`config.mk`:
```
export PLATFORM = sky130hd
export DESIGN_NAME = slot_reel_controller
export DESIGN_NICKNAME = d
export VERILOG_FILES = /design/src/rtl/slot_reel_controller_pkg.sv /design/src/rtl/reel_unit.sv /design/src/rtl/slot_reel_controller.sv
export SDC_FILE = /design/constraint.sdc
export NUM_CORES = 1
export LEC_CHECK = 0
export CAP_MARGIN = 20
export CORE_MARGIN = 2
export CORE_UTILIZATION = 60
export CTS_BUF_LIST = sky130_fd_sc_hd__clkbuf_4 sky130_fd_sc_hd__clkbuf_8 sky130_fd_sc_hd__clkbuf_16
export CTS_CLUSTER_SIZE = 28
export DETAILED_ROUTE_END_ITERATION = 8
export PLACE_DENSITY_LB_ADDON = 0.25
export SYNTH_ARGS = -nofsm -noshare
export SYNTH_HDL_FRONTEND = slang
export SYNTH_HIERARCHICAL = 1
export SYNTH_SLANG_ARGS = --single-unit
```
`constraint.sdc`:
```
create_clock -name clk -period 4.65 [get_ports clk]
set_input_delay 0.93 -clock clk [delete_from_list [all_inputs] [get_ports clk]]
set_output_delay 0.93 -clock clk [all_outputs]
set_load 0.1 [all_outputs]
```
`src/rtl/slot_reel_controller_pkg.sv`:
```
// Shared definitions for the slot reel controller: state encodings,
// seven-segment code table and legal parameter ranges.
// Pure package; no logic, no latency, no flow control.
package slot_reel_controller_pkg;

  typedef enum logic [1:0] {
    G_IDLE   = 2'd0,
    G_RUN    = 2'd1,
    G_RESULT = 2'd2
  } glob_state_t;

  typedef enum logic [1:0] {
    R_HALT    = 2'd0,
    R_SPIN    = 2'd1,
    R_DECEL   = 2'd2,
    R_STOPPED = 2'd3
  } reel_state_t;

  localparam int N_REEL_MIN      = 1;
  localparam int N_REEL_MAX      = 8;
  localparam int REEL_MOD_MIN    = 1;
  localparam int REEL_MOD_MAX    = 10;
  localparam int STEP_BASE_MIN   = 2;
  localparam int DECEL_STEPS_MIN = 0;
  localparam int SCAN_DIV_MIN    = 1;

  // {a,b,c,d,e,f,g,dp}, MSB = a; entry 9 first, entry 0 last
  localparam logic [9:0][7:0] SEG_CODES = {
    8'b11110110,  // 9
    8'b11111110,  // 8
    8'b11100000,  // 7
    8'b10111110,  // 6
    8'b10110110,  // 5
    8'b01100110,  // 4
    8'b11110010,  // 3
    8'b11011010,  // 2
    8'b01100000,  // 1
    8'b11111100   // 0
  };

  function automatic logic [7:0] seg_encode(input logic [3:0] v);
    logic [7:0] code;
    code = 8'h00;
    if (v <= 4'd9) code = SEG_CODES[v];
    return code;
  endfunction

endpackage

```
`src/rtl/reel_unit.sv`:
```
// One reel: spins with period STEP_P, decelerates with doubling periods, then stops.
// Value and state are registered; a step lands exactly one period after the counter clears.
// No backpressure: launch/stop are single-cycle pulses qualified by the parent.
module reel_unit
  import slot_reel_controller_pkg::*;
#(
  parameter int REEL_MOD    = 10,
  parameter int STEP_P      = 2500000,
  parameter int DECEL_STEPS = 3,
  parameter int CNT_W       = 27
) (
  input  logic        clk,
  input  logic        rst_n,
  input  logic        i_launch,
  input  logic        i_stop,
  input  logic        i_next_done,
  output reel_state_t o_state,
  output logic [3:0]  o_val
);

  localparam int         DW      = (DECEL_STEPS > 0) ? $clog2(DECEL_STEPS + 1) : 1;
  localparam logic [3:0] VAL_MAX = 4'(REEL_MOD - 1);

  reel_state_t      r_state, w_state_nxt;
  logic [CNT_W-1:0] r_cnt, w_cnt_nxt, w_period;
  logic [DW-1:0]    r_dstep, w_dstep_nxt;
  logic [3:0]       r_val, w_val_nxt, w_val_inc;
  logic             w_last;

  // current step period: base while spinning, 2^(k+1) * base for deceleration step k
  always_comb begin
    if (r_state == R_DECEL) w_period = CNT_W'(STEP_P) << (r_dstep + 1'b1);
    else                    w_period = CNT_W'(STEP_P);
    w_last    = (r_cnt == w_period - 1'b1);
    w_val_inc = (r_val >= VAL_MAX) ? 4'd0 : r_val + 4'd1;
  end

  // next-state logic: launch wins, stop only when the next-higher reel is already braking
  always_comb begin
    w_state_nxt = r_state;
    w_cnt_nxt   = r_cnt;
    w_dstep_nxt = r_dstep;
    w_val_nxt   = r_val;
    if (i_launch) begin
      w_state_nxt = R_SPIN;
      w_cnt_nxt   = '0;
      w_dstep_nxt = '0;
    end else begin
      case (r_state)
        R_SPIN: begin
          if (i_stop && i_next_done) begin
            w_state_nxt = R_DECEL;
            w_cnt_nxt   = '0;
            w_dstep_nxt = '0;
          end else if (w_last) begin
            w_cnt_nxt = '0;
            w_val_nxt = w_val_inc;
          end else begin
            w_cnt_nxt = r_cnt + 1'b1;
          end
        end
        R_DECEL: begin
          if (int'(r_dstep) >= DECEL_STEPS) begin
            // no deceleration steps configured: stop the cycle after acceptance
            w_state_nxt = R_STOPPED;
          end else if (w_last) begin
            w_cnt_nxt   = '0;
            w_val_nxt   = w_val_inc;
            w_dstep_nxt = r_dstep + 1'b1;
            if (int'(r_dstep) == DECEL_STEPS - 1) w_state_nxt = R_STOPPED;
          end else begin
            w_cnt_nxt = r_cnt + 1'b1;
          end
        end
        default: ;  // HALT and STOPPED hold everything
      endcase
    end
  end

  // state, counter and value registers
  always_ff @(posedge clk or negedge rst_n) begin
    if (!rst_n) begin
      r_state <= R_HALT;
      r_cnt   <= '0;
      r_dstep <= '0;
      r_val   <= '0;
    end else begin
      r_state <= w_state_nxt;
      r_cnt   <= w_cnt_nxt;
      r_dstep <= w_dstep_nxt;
      r_val   <= w_val_nxt;
    end
  end

  assign o_state = r_state;
  assign o_val   = r_val;

endmodule

```
`src/rtl/slot_reel_controller.sv`:
```
// Slot machine controller: N_REEL reels, stop ordering from the top reel down, multiplexed display.
// Outputs registered; RESULT flags valid one edge after the last reel stops; display one edge behind reel_val.
// No backpressure: start/stop are single-cycle pulses; start in RUN and ineligible stops are dropped.
module slot_reel_controller
  import slot_reel_controller_pkg::*;
#(
  parameter int N_REEL      = 6,
  parameter int REEL_MOD    = 10,
  parameter int STEP_BASE   = 2500000,
  parameter int DECEL_STEPS = 3,
  parameter int SCAN_DIV    = 100000
) (
  input  logic                  clk,
  input  logic                  rst_n,
  input  logic                  start,
  input  logic [N_REEL-1:0]     stop_pulse,
  output logic [4*N_REEL-1:0]   reel_val,
  output logic [7:0]            digit_seg,
  output logic [7:0]            digit_cath,
  output logic                  all_stopped,
  output logic                  win
);

  // step counters hold the longest deceleration period of the slowest reel
  localparam int         STEP_MAX  = STEP_BASE * N_REEL * (2 ** DECEL_STEPS);
  localparam int         CNT_W     = $clog2(STEP_MAX + 1);
  localparam int         SW        = (SCAN_DIV > 1) ? $clog2(SCAN_DIV) : 1;
  localparam logic [2:0] SLOT_LAST = 3'(N_REEL - 1);

  glob_state_t       r_gstate, w_gstate_nxt;
  logic              w_launch;
  logic [N_REEL-1:0] w_stop_en, w_next_done, w_is_stopped;
  reel_state_t       w_reel_state [N_REEL];
  logic              w_all_eq;
  logic              r_all_stopped, r_win;

  logic [SW-1:0]     r_scan_cnt;
  logic [2:0]        r_slot, w_slot_nxt;
  logic              r_scan_act, w_scan_act_nxt, w_scan_tick;
  logic [7:0]        r_seg, r_cath;
  logic [3:0]        w_slot_val;

  assign w_stop_en = stop_pulse & {N_REEL{r_gstate == G_RUN}};

  for (genvar i = 0; i < N_REEL; i++) begin : g_reel
    if (i == N_REEL - 1) begin : g_top
      assign w_next_done[i] = 1'b1;
    end else begin : g_lower
      assign w_next_done[i] = (w_reel_state[i+1] == R_DECEL) ||
                              (w_reel_state[i+1] == R_STOPPED);
    end
    assign w_is_stopped[i] = (w_reel_state[i] == R_STOPPED);

    reel_unit #(
      .REEL_MOD    (REEL_MOD),
      .STEP_P      (STEP_BASE * (i + 1)),
      .DECEL_STEPS (DECEL_STEPS),
      .CNT_W       (CNT_W)
    ) u_reel (
      .clk         (clk),
      .rst_n       (rst_n),
      .i_launch    (w_launch),
      .i_stop      (w_stop_en[i]),
      .i_next_done (w_next_done[i]),
      .o_state     (w_reel_state[i]),
      .o_val       (reel_val[4*i +: 4])
    );
  end

  // global FSM state register
  always_ff @(posedge clk or negedge rst_n) begin
    if (!rst_n) r_gstate <= G_IDLE;
    else        r_gstate <= w_gstate_nxt;
  end

  // global next state: start launches from IDLE/RESULT only; RESULT once every reel is stopped
  always_comb begin
    w_gstate_nxt = r_gstate;
    w_launch     = 1'b0;
    case (r_gstate)
      G_IDLE, G_RESULT: begin
        if (start) begin
          w_launch     = 1'b1;
          w_gstate_nxt = G_RUN;
        end
      end
      G_RUN: begin
        if (&w_is_stopped) w_gstate_nxt = G_RESULT;
      end
      default: w_gstate_nxt = G_IDLE;
    endcase
  end

  // all reel values equal to reel 0
  always_comb begin
    w_all_eq = 1'b1;
    for (int i = 1; i < N_REEL; i++) begin
      if (reel_val[4*i +: 4] != reel_val[3:0]) w_all_eq = 1'b0;
    end
  end

  // result flags track the state being entered; values are frozen throughout RESULT
  always_ff @(posedge clk or negedge rst_n) begin
    if (!rst_n) begin
      r_all_stopped <= 1'b0;
      r_win         <= 1'b0;
    end else begin
      r_all_stopped <= (w_gstate_nxt == G_RESULT);
      r_win         <= (w_gstate_nxt == G_RESULT) && w_all_eq;
    end
  end

  // scan slot sequencing: blank until the first slot, then 0..N_REEL-1 repeating
  always_comb begin
    w_scan_tick    = (r_scan_cnt == SW'(SCAN_DIV - 1));
    w_scan_act_nxt = r_scan_act | w_scan_tick;
    w_slot_nxt     = r_slot;
    if (w_scan_tick) begin
      if (!r_scan_act || r_slot == SLOT_LAST) w_slot_nxt = 3'd0;
      else                                    w_slot_nxt = r_slot + 3'd1;
    end
    w_slot_val = reel_val[{w_slot_nxt, 2'b00} +: 4];
  end

  // scan registers; cathode and segments always written together
  always_ff @(posedge clk or negedge rst_n) begin
    if (!rst_n) begin
      r_scan_cnt <= '0;
      r_slot     <= 3'd0;
      r_scan_act <= 1'b0;
      r_cath     <= 8'hFF;
      r_seg      <= 8'h00;
    end else begin
      r_scan_cnt <= w_scan_tick ? '0 : r_scan_cnt + 1'b1;
      r_slot     <= w_slot_nxt;
      r_scan_act <= w_scan_act_nxt;
      r_cath     <= w_scan_act_nxt ? ~(8'h01 << w_slot_nxt) : 8'hFF;
      r_seg      <= w_scan_act_nxt ? seg_encode(w_slot_val) : 8'h00;
    end
  end

  assign all_stopped = r_all_stopped;
  assign win         = r_win;
  assign digit_cath  = r_cath;
  assign digit_seg   = r_seg;

endmodule

```
==> results of run 1 <==
-- flip-flops by register name (all words and copies together) (netlist names) --
| register | flops |
|---|---|
| digit_seg | 7 |
| all_stopped | 1 |
| g_reel.u_reel/r_dstep | 12 |
| r_slot | 3 |
| r_scan_act | 1 |
| g_reel.u_reel/o_val | 24 |
| g_reel.u_reel/r_cnt | 162 |
| r_scan_cnt | 17 |
| digit_cath | 8 |
| win | 1 |
| g_reel.u_reel/o_state | 12 |
| r_gstate | 2 |
-- cell usage in the layout, fill, tap and decap left out, types with 15 or more instances in the layout --
cell type / Yosys / final
xnor2_1: 36 / 36
inv_1: 102 / 102
nand4_1: 55 / 55
a22o_1: 15 / 15
o31ai_1: 22 / 22
and4_1: 16 / 16
nand2_1: 253 / 253
and2_1: 24 / 24
a211oi_1: 15 / 15
or3_1: 24 / 24
ha_1: 84 / 84
and3_1: 38 / 38
nor2_1: 160 / 160
xor2_1: 43 / 43
nand3_1: 156 / 156
clkbuf_16: 0 / 28
o311ai_0: 19 / 19
nor4_1: 20 / 20
nor3_1: 55 / 52
a31oi_1: 29 / 29
o22ai_1: 37 / 37
nor3b_1: 19 / 19
buf_4: 6 / 23
dfrtp_1: 242 / 242
o21ai_0: 77 / 77
nor2b_1: 23 / 22
clkdlybuf4s50_1: 0 / 48
a22oi_1: 15 / 15
mux2i_1: 31 / 31
a21oi_1: 83 / 83
nand2b_1: 45 / 45
-- power groups by stage --
| stage | sequential (mW) | clock, mW | combinational (mW) |
|---|---|---|---|
| 3_3_place_gp | 3.17 | 0 | 4.32 |
| 4_1_cts | 3.16 | 2.40 | 4.51 |
| 6_report | 3.18 | 2.35 | 4.58 |
| 5_1_grt | 3.25 | 2.48 | 5.10 |
| 2_1_floorplan | 2.92 | 0 | 3.67 |
| 3_5_place_dp | 3.19 | 0 | 4.48 |
-- layer usage --
metal  vias to the layer above  track usage, %  part of all wire, %
li1                       7652               -                    -
met1                      7834            40.9                   46
met2                       525            45.1                   47
met3                        67            3.11                  5.5
met4                         0            7.09                  2.1
met5                         -               0                    0
-- synthesized netlist by cell type (14+ instances only) --
master    count
and2_1       24
ha_1         84
a21oi_1      83
a31oi_1      29
nor3b_1      19
o31ai_1      22
xnor2_1      36
o21ai_0      77
mux2i_1      31
a211oi_1     15
or4_1        14
nor4_1       20
o311ai_0     19
nor3_1       55
a22o_1       15
a22oi_1      15
buf_2        29
nor2b_1      23
nand2b_1     45
nand2_1     253
o22ai_1      37
or3_1        24
inv_1       102
clkbuf_1     66
xor2_1       43
and3_1       38
and4_1       16
dfrtp_1     242
nand3_1     156
nor2_1      160
nand4_1      55
-- logic make-up (layout without fill, tap and decap cells) --
group	count (synthesis)	after routing	synth area share, %
adder cells (fa/ha/maj)	84	84	5.88
buffers and inverters	221	230	5.42
XOR/XNOR	80	80	4.00
other	2	4	0.0420
multiplexers	44	44	2.70
flip-flops	250	250	35.0
AND/OR/NAND/NOR	980	980	29.0
AO/OA/AOI/OAI	452	452	17.9
-- stage by stage --
stage / hold slack, ps / cell area, µm² / power (mW)
global route: 429 / 19500 / 10.8
floorplan: 448 / 17900 / 6.59
global placement: 459 / 18500 / 7.49
detailed placement: 482 / 18500 / 7.67
CTS: 393 / 19500 / 10.1
finish: 372 / 19500 / 10.1
-- how the worst max path moves through the flow --
stage                                     start                     endpoint  slack (ps)  cells past startpoint
detailed placement                        start  g_reel[4].u_reel/r_dstep[0]         830                      7
finish                            r_scan_cnt[0]                 digit_seg[1]         790                     12
global route        g_reel[4].u_reel/o_state[0]   g_reel[4].u_reel/r_cnt[24]         520                     12
CTS                               r_scan_cnt[0]                 digit_seg[1]         810                     12
floorplan                         r_scan_cnt[0]                 digit_seg[1]        1180                     13
global placement                          start   g_reel[1].u_reel/r_cnt[13]         990                      8
-- final cells by class --
class,count,area (µm²)
clock buffer,39,815
multi-input combinational,1644,10700
fill,2417,9980
tap,390,488
clock inverter,11,166
sequential,250,6270
inverter,107,404
timing repair buffer,73,688
==> impl_metrics.json, run 1 <==
{
  "synth_ff_type": "dfrtp_1",
  "cts.htree.levels": 1,
  "insertion_delay_ps": 560,
  "drive_gt1_share_pct": 7.82,
  "place.gp.congestion": 0.883,
  "max_freq_mhz": 259,
  "final_util_pct": 66.1,
  "drv_slew": 0,
  "rows": 63,
  "grt_pass1_vias": 14800,
  "overflow": 0,
  "cts.repair.resized": 0,
  "vias": 16100,
  "min_period_ps": 3860,
  "grt_first_pass_wirelength_um": 74200,
  "die_area_um2": 31200,
  "p_per_area_nw_per_um2": 518,
  "critPathTopFamily": "simple AND/OR/NAND/NOR gates",
  "crit_buf_inv": 1,
  "die_x_um": 177,
  "ys_seq_area_share_pct": 35.0,
  "grt_max_degree": 91,
  "r2r_setup_slack_ps": 790,
  "p_int_mw": 5.68,
  "final_nets": 2197,
  "crit_slowest_cell": "a221oi_4",
  "clkSlewWorstSetupHoldPaths_ps": 60,
  "async_reset_ff_share_pct": 100,
  "maxCapViolCount": 0,
  "fin_ws_ps": 792,
  "cts.path.max_buffers": 3,
  "critical_path_class": "flop to flop",
  "timing.rr.end": "digit_seg[1]",
  "clkSinkCount": 250,
  "critPathArrivalTime_ps": 4300,
  "required_ps": 5090,
  "netlist_instances": 2113,
  "timing.final.crit_share_pct": 83.0,
  "synth_top_area_share_pct": 33.9,
  "critPathLaunchType": "flop",
  "io_buffer_count": 49,
  "synth.top_cells.by_area": "dfrtp_1 (34%), ha_1 (5.9%), nand2_1 (5.3%), nand3_1 (4.4%), nor2_1 (3.4%)",
  "finalSetupViolCount": 0,
  "post_cts_buffers": 0,
  "worstSetupEndpointType": "flop",
  "critPathMaxStageDelay_ps": 460,
  "clockPowerShare_pct": 23.3,
  "ir_worst_vdd_v": 0.000284,
  "fin_skew_ps": 14.7,
  "outcome": "completed",
  "drt_iter0_drc": 1467,
  "maxSlewHeadroom_pct": 26.1,
  "die_y_um": 177,
  "cts_tree": "yes",
  "coreArea_um2": 29500,
  "hold_viol_final": 0,
  "pwr-share-comb_pct": 45.3,
  "reg2regPathDepth": 12,
  "cp_max_fo": 7,
  "viasPerCell": 6.40,
  "yosysTopAreaCell": "dfrtp_1",
  "rsz0062_at_grt": "no",
  "place_ws_ps": 826,
  "total_leakage_power_nw": 8.07,
  "antenna_found_initial": 0,
  "wirelength_um": 43900,
  "netlist_area_um2": 17900,
  "holdBufCountCts": 0,
  "root_buffer": "clkbuf_16",
  "ys_warn_count": 6,
  "grt_usage_pct": 28.2,
  "io_pins": 51,
  "drc": 0,
  "placedCellCount": 2463,
  "r2r-start": "r_scan_cnt[0]",
  "swShare_pct": 43.8,
  "firstDrtPassIters": 7,
  "tightest_slew_ps": 1110,
  "path_cells": "ha_1 -> and4_4 -> and4_1 -> mux2_4 -> nor2_8 -> inv_4 -> mux2_4 -> a221oi_4 -> ha_1 -> nor3b_1 -> a311oi_4 -> a2111oi_2",
  "setup_tns_ps": 0,
  "post-dp-hpwl_um": 30900,
  "area_delta_synth_final_pct": 9.07,
  "numCtsBuffers": 28,
  "start_util_pct": 60.6,
  "switching_power_mw": 4.42,
  "post_drt_wl_per_cell_um": 17.5,
  "ys_ff_latch": 250,
  "finalNonFillerCells": 2514,
  "detail-route-antenna-nets": 0,
  "synth_edf_count": 0,
  "yosysUniqueCellTypes": 118,
  "p_seq_share_pct": 31.4,
  "hold_class": "input pin to async pin",
  "antenna_cells": 0,
  "syn_area_per_cell_um2": 8.46
}
No activity file was read; power rests on OpenSTA's default activity.
==> run 2: changes to the inputs <==
Clock period 4.65 ns to 3.8 ns, I/O delays scaled along.
==> run 2 against run 1 <==
Sequential power increased by 22%. Cell area rose by 1.2%. Highest routed layer unchanged. Largest power group unchanged. Die area stayed put. Critical path type unchanged. Clock-buffer cell count fell by 2. Register-to-register slack lost 520 ps. Final cell count grew 0.95%. Power increased by 25%. Largest cell class unchanged. Combinational power rose by 26%.
==> impl_metrics.json, run 2 (synthesized netlist as in run 1, its figures left out) <==
{
  "post_drt_wl_per_cell_um": 17.8,
  "seq_area_um2": 6270,
  "cts_tree": "yes",
  "crit_buf_inv": 0,
  "vias": 16200,
  "finalSetupViolCount": 0,
  "critPathTopFamily": "simple AND/OR/NAND/NOR gates",
  "viasPerCell": 6.38,
  "total_power_mw": 12.6,
  "required_ps": 4220,
  "pwr-share-comb_pct": 45.5,
  "p_int_mw": 7.13,
  "critPathArrivalTime_ps": 3940,
  "rows": 63,
  "io_buffer_count": 49,
  "p_per_area_nw_per_um2": 640,
  "post-dp-hpwl_um": 32000,
  "die_x_um": 177,
  "antenna_found_initial": 0,
  "swShare_pct": 43.6,
  "area_delta_synth_final_pct": 10.3,
  "detail-route-antenna-nets": 0,
  "die_y_um": 177,
  "clkSlewWorstSetupHoldPaths_ps": 60,
  "grt_max_degree": 75,
  "ir_worst_vdd_v": 0.000431,
  "critPathLaunchType": "flop",
  "clkSinkCount": 250,
  "final_cell_mix": "nand2_1 (252), dfrtp_1 (242), nor2_1 (160)",
  "firstDrtPassIters": 5,
  "fin_skew_ps": 10.3,
  "r2r_setup_slack_ps": 270,
  "io_pins": 51,
  "largest_reg_flops": 162,
  "setup_tns_ps": 0,
  "multi_input_area_um2": 10700,
  "coreArea_um2": 29500,
  "maxCapViolCount": 0,
  "grt_pass1_vias": 15100,
  "outcome": "completed",
  "wirelength_um": 45100,
  "final_nets": 2219,
  "overflow": 0,
  "max_freq_mhz": 283,
  "start_util_pct": 60.6,
  "root_buffer": "clkbuf_16",
  "maxSlewHeadroom_pct": 30.6,
  "timing.rr.end": "g_reel[3].u_reel/r_cnt[18]",
  "cts.path.max_buffers": 3,
  "drt_iter0_drc": 1356,
  "cp.depth": 10,
  "hold_viol_final": 0,
  "fillerInstances": 2394,
  "path_cells": "ha_1 -> nor2b_1 -> ha_1 -> xor2_1 -> o2111ai_1 -> a2111o_1 -> nor4_4 -> a21oi_2 -> nor2_4 -> nor2_1",
  "antenna_cells": 0,
  "drive_gt1_share_pct": 9.26,
  "worstSetupEndpointType": "flop",
  "grt_usage_pct": 28.8,
  "place.gp.congestion": 0.909,
  "drc": 0,
  "total_leakage_power_nw": 8.21,
  "regMostFlops": "g_reel.u_reel/r_cnt",
  "timing.final.crit_share_pct": 92.8,
  "min_period_ps": 3530,
  "die_area_um2": 31200,
  "rsz0062_at_grt": "no",
  "post_cts_buffers": 0,
  "insertion_delay_ps": 560,
  "final_common_cell": "nand2_1",
  "critPathMaxStageDelay_ps": 530,
  "r2r-start": "g_reel[3].u_reel/o_state[1]",
  "tightest_slew_ps": 1040,
  "critical_path_class": "flop to flop",
  "p_seq_share_pct": 30.7,
  "drv_slew": 0,
  "cp_max_fo": 18,
  "clockPowerShare_pct": 23.8,
  "cts.htree.levels": 1,
  "switching_power_mw": 5.50,
  "numCtsBuffers": 28,
  "crit_slowest_cell": "dfrtp_1",
  "critical_path.most_common_cell": "ha_1",
  "reg2regPathDepth": 10,
  "grt_first_pass_wirelength_um": 75500,
  "hold_class": "input pin to async pin"
}
[run 2: cell count changes in the layout (fill, tap and decap cells not counted), moves of 4 or more]
cell	before	now
buf_4	23	50
clkdlybuf4s50_1	48	42
clkbuf_4	6	2
clkinvlp_4	0	4
[run 2: area by class of cell]
| class | count | area share [%] |
|---|---|---|
| Sequential cell | 250 | 31.8 |
| Inverter | 107 | 2.05 |
| Tap cell | 390 | 2.47 |
| Clock buffer | 37 | 4.17 |
| Timing Repair Buffer | 95 | 4.31 |
| Multi-Input combinational cell | 1644 | 54.1 |
| Clock inverter | 15 | 1.08 |
[run 2: stage by stage]
step / hold slack [ps] / setup slack (ps) / util [%] / cell area [µm²] / instances
after floorplan: 448 / 330 / - / 17900 / 2115
after global placement: 464 / 241 / 63.4 / 18700 / 2486
after detailed placement: 484 / 63.1 / 63.4 / 18700 / 2486
after CTS: 171 / 26.0 / 66.9 / 19700 / 2538
after global routing: 188 / 28.6 / 66.9 / 19700 / 2538
final: 152 / 272 / 66.9 / 19700 / 2538
[run 2: worst max path at each step]
| stage | end | from |
|---|---|---|
| final | g_reel[3].u_reel/r_cnt[18] | g_reel[3].u_reel/o_state[1] |
| after global routing | digit_seg[1] | r_scan_cnt[0] |
| after CTS | digit_seg[1] | r_scan_cnt[0] |
| after detailed placement | digit_seg[1] | r_scan_cnt[0] |
| after global placement | digit_seg[1] | r_scan_cnt[0] |
| after floorplan | digit_seg[1] | r_scan_cnt[0] |
[run 2: repair_timing]
action                                  4_1_cts  5_1_grt
gates resized for setup                       0        3
hold buffers                                  0        0
endpoints found under the setup margin        0        7
[run 2: layer usage]
layer	vias up	GRT usage (%)	wire length, µm
li1	7684	-	-
met1	7940	41.2	20400
met2	502	46.2	21000
met3	68	3.78	2630
met4	0	7.68	1010
met5	-	0	0
[run 2: power groups by stage]
stage | combinational (mW) | clock [mW] | sequential, mW
detailed placement | 5.63 | 0 | 3.89
global placement | 5.44 | 0 | 3.86
global route | 6.39 | 3.17 | 3.96
CTS | 5.68 | 3.06 | 3.85
finish | 5.75 | 3.01 | 3.87
floorplan | 4.49 | 0 | 3.58
==> edit, RTL diff (config.mk and constraints of run 1) <==
Reset style: synchronous (`rst_n`), changed in 4 clocked blocks.
--- a/src/rtl/reel_unit.sv
+++ b/src/rtl/reel_unit.sv
@@ -78,7 +78,7 @@
   end
 
   // state, counter and value registers
-  always_ff @(posedge clk or negedge rst_n) begin
+  always_ff @(posedge clk) begin
     if (!rst_n) begin
       r_state <= R_HALT;
       r_cnt   <= '0;
--- a/src/rtl/slot_reel_controller.sv
+++ b/src/rtl/slot_reel_controller.sv
@@ -68,7 +68,7 @@
   end
 
   // global FSM state register
-  always_ff @(posedge clk or negedge rst_n) begin
+  always_ff @(posedge clk) begin
     if (!rst_n) r_gstate <= G_IDLE;
     else        r_gstate <= w_gstate_nxt;
   end
@@ -100,7 +100,7 @@
   end
 
   // result flags track the state being entered; values are frozen throughout RESULT
-  always_ff @(posedge clk or negedge rst_n) begin
+  always_ff @(posedge clk) begin
     if (!rst_n) begin
       r_all_stopped <= 1'b0;
       r_win         <= 1'b0;
@@ -123,7 +123,7 @@
   end
 
   // scan registers; cathode and segments always written together
-  always_ff @(posedge clk or negedge rst_n) begin
+  always_ff @(posedge clk) begin
     if (!rst_n) begin
       r_scan_cnt <= '0;
       r_slot     <= 3'd0;
Check against the original RTL: same outputs for any inputs over 4 cycles, from zero or initial values and one cycle with rst_n low; that may be too few to reach the edited logic, so the function may still have changed.
==> edit against run 1 <==
  * Utilization down 0.059 points
  * Synthesized cell count up 6.8%
  * Design area down 2.2%
  * Worst setup slack worse by 140 ps
  * Die area down 0.97%
  * Critical endpoint is now g_reel[4].u_reel/r_cnt[1]
  * Area after synthesis down 0.99%
  * Wire length up 5.1%
  * Sequential cell count unchanged
Power is not compared: it rests on default switching activity, and its combinational part moved more than twofold at a synthesized area within 25%.
==> edit: results (changes against run 1) <==
run status finished, final reports clean; sequential cell area share 0.2624 (-0.05890); post-synthesis sequential area ratio 0.2827 (-0.06773); clk_lat worst skew 570 ps; Leak Pwr 6.469 nW; Synth Area in XOR/XNOR 0.05761 (+0.01758); Netlist cell types 123 (+4.2%); Synth Area in Compound Gates 0.1914 (+0.01254); Rel. slew slack 0.2755 (+0.01471); area of the mapped netlist 17700 um^2 (-0.99%); Worst Setup SP g_reel[4].u_reel/o_state[1]; final-layout clock buffer total 44 (+13%); worst-path fanout max 13 (+6); Async SR Flop Fraction 0 (-1.000); multi-input gate count 1781 (+8.3%); non-filler cells in the finished layout 2618 (+4.1%); Multi-input gate area 11620 um^2 (+8.9%); GRT Total Usage 0.2909 (+0.008927); Placement Cell Area 18040 um^2 (-2.5%); cts bufs inserted 30 (+7.1%); fillers 2455 (+1.6%); nets 2309 (+5.1%); Max Clock Skew 17.13 ps (+2.473 ps); ratio of cells with drive above 1 in the final layout 0.07073 (-0.007429); sequential cell count 250 (unchanged); commonest cells in the netlist 250 x dfxtp_1, 232 x nand2_1, 169 x nand3_1; Syn Area/Cell 7.847 um^2 (-7.3%); NonClk Buf Share 0.03320 (-0.002092); CP arrival 4450 ps (+150 ps); mux share of post-synthesis cell area 0.01788 (-0.009130); post-layout util 0.6609 (about the same); via/cell ratio 6.461 (+1.0%); first-pass GRT wire length 76670 um (+3.3%); inverter count 81 (-24%); initial antenna violation count 0 (unchanged); number of DRC markers in iteration 0 1587 (+8.2%); top cells by area, synth dfxtp_1 28%, ha_1 6.1%, nand2_1 4.9%; path category of the worst min-delay check reg2reg; internal reg-to-reg setup slack 650 ps (-140 ps); Non-CTS buffers 69 (-5.5%); clk cell area share 0.05373 (+0.003428); DPL Wire Length 32110 um (+4.0%); total power 5.153 mW; synthesized-area fraction occupied by adder cells 0.06149 (+0.002710); vias in the first global route 15720 (+6.0%); Pre-antenna DRT Iters 6 (-1); crit share post-route 0.8602 (+0.03061); Post-Route WL 46130 um (+5.1%); hold slack 482.8 ps (+111.3 ps); pre-CTS WS 789.0 ps (-37.51 ps); RD Place Congestion 0.9265 (+4.9%); pin count of the biggest net entering global routing 35 (-62%)
[edit: metal layers]
metal / wire length [um] / share of wire / track usage / vias to the layer above
li1: - / - / - / 8208
met1: 20260 / 0.44 / 0.3837 / 8072
met2: 21880 / 0.47 / 0.4969 / 550
met3: 2840 / 0.062 / 0.03810 / 85
met4: 1144 / 0.025 / 0.08609 / 0
met5: 0 / 0 / 0 / -
[edit: worst paths after layout]
kind,cells past startpoint,end
setup / recovery,11,g_reel[4].u_reel/r_cnt[1]
hold / removal,1,r_scan_cnt[0]
setup reg to reg,11,g_reel[4].u_reel/r_cnt[1]
hold reg to reg,1,r_scan_cnt[0]
[edit: critical path: stages, from the launching register on]
cell and delay [ps]:
dfxtp_1 460, ha_1 370, nand2b_1 180, inv_1 190, ha_1 300, or3b_1 410, nor4_1 270, nor4_2 110
a2111oi_4 690, a21oi_1 510, a32oi_1 330, nor2_1 60
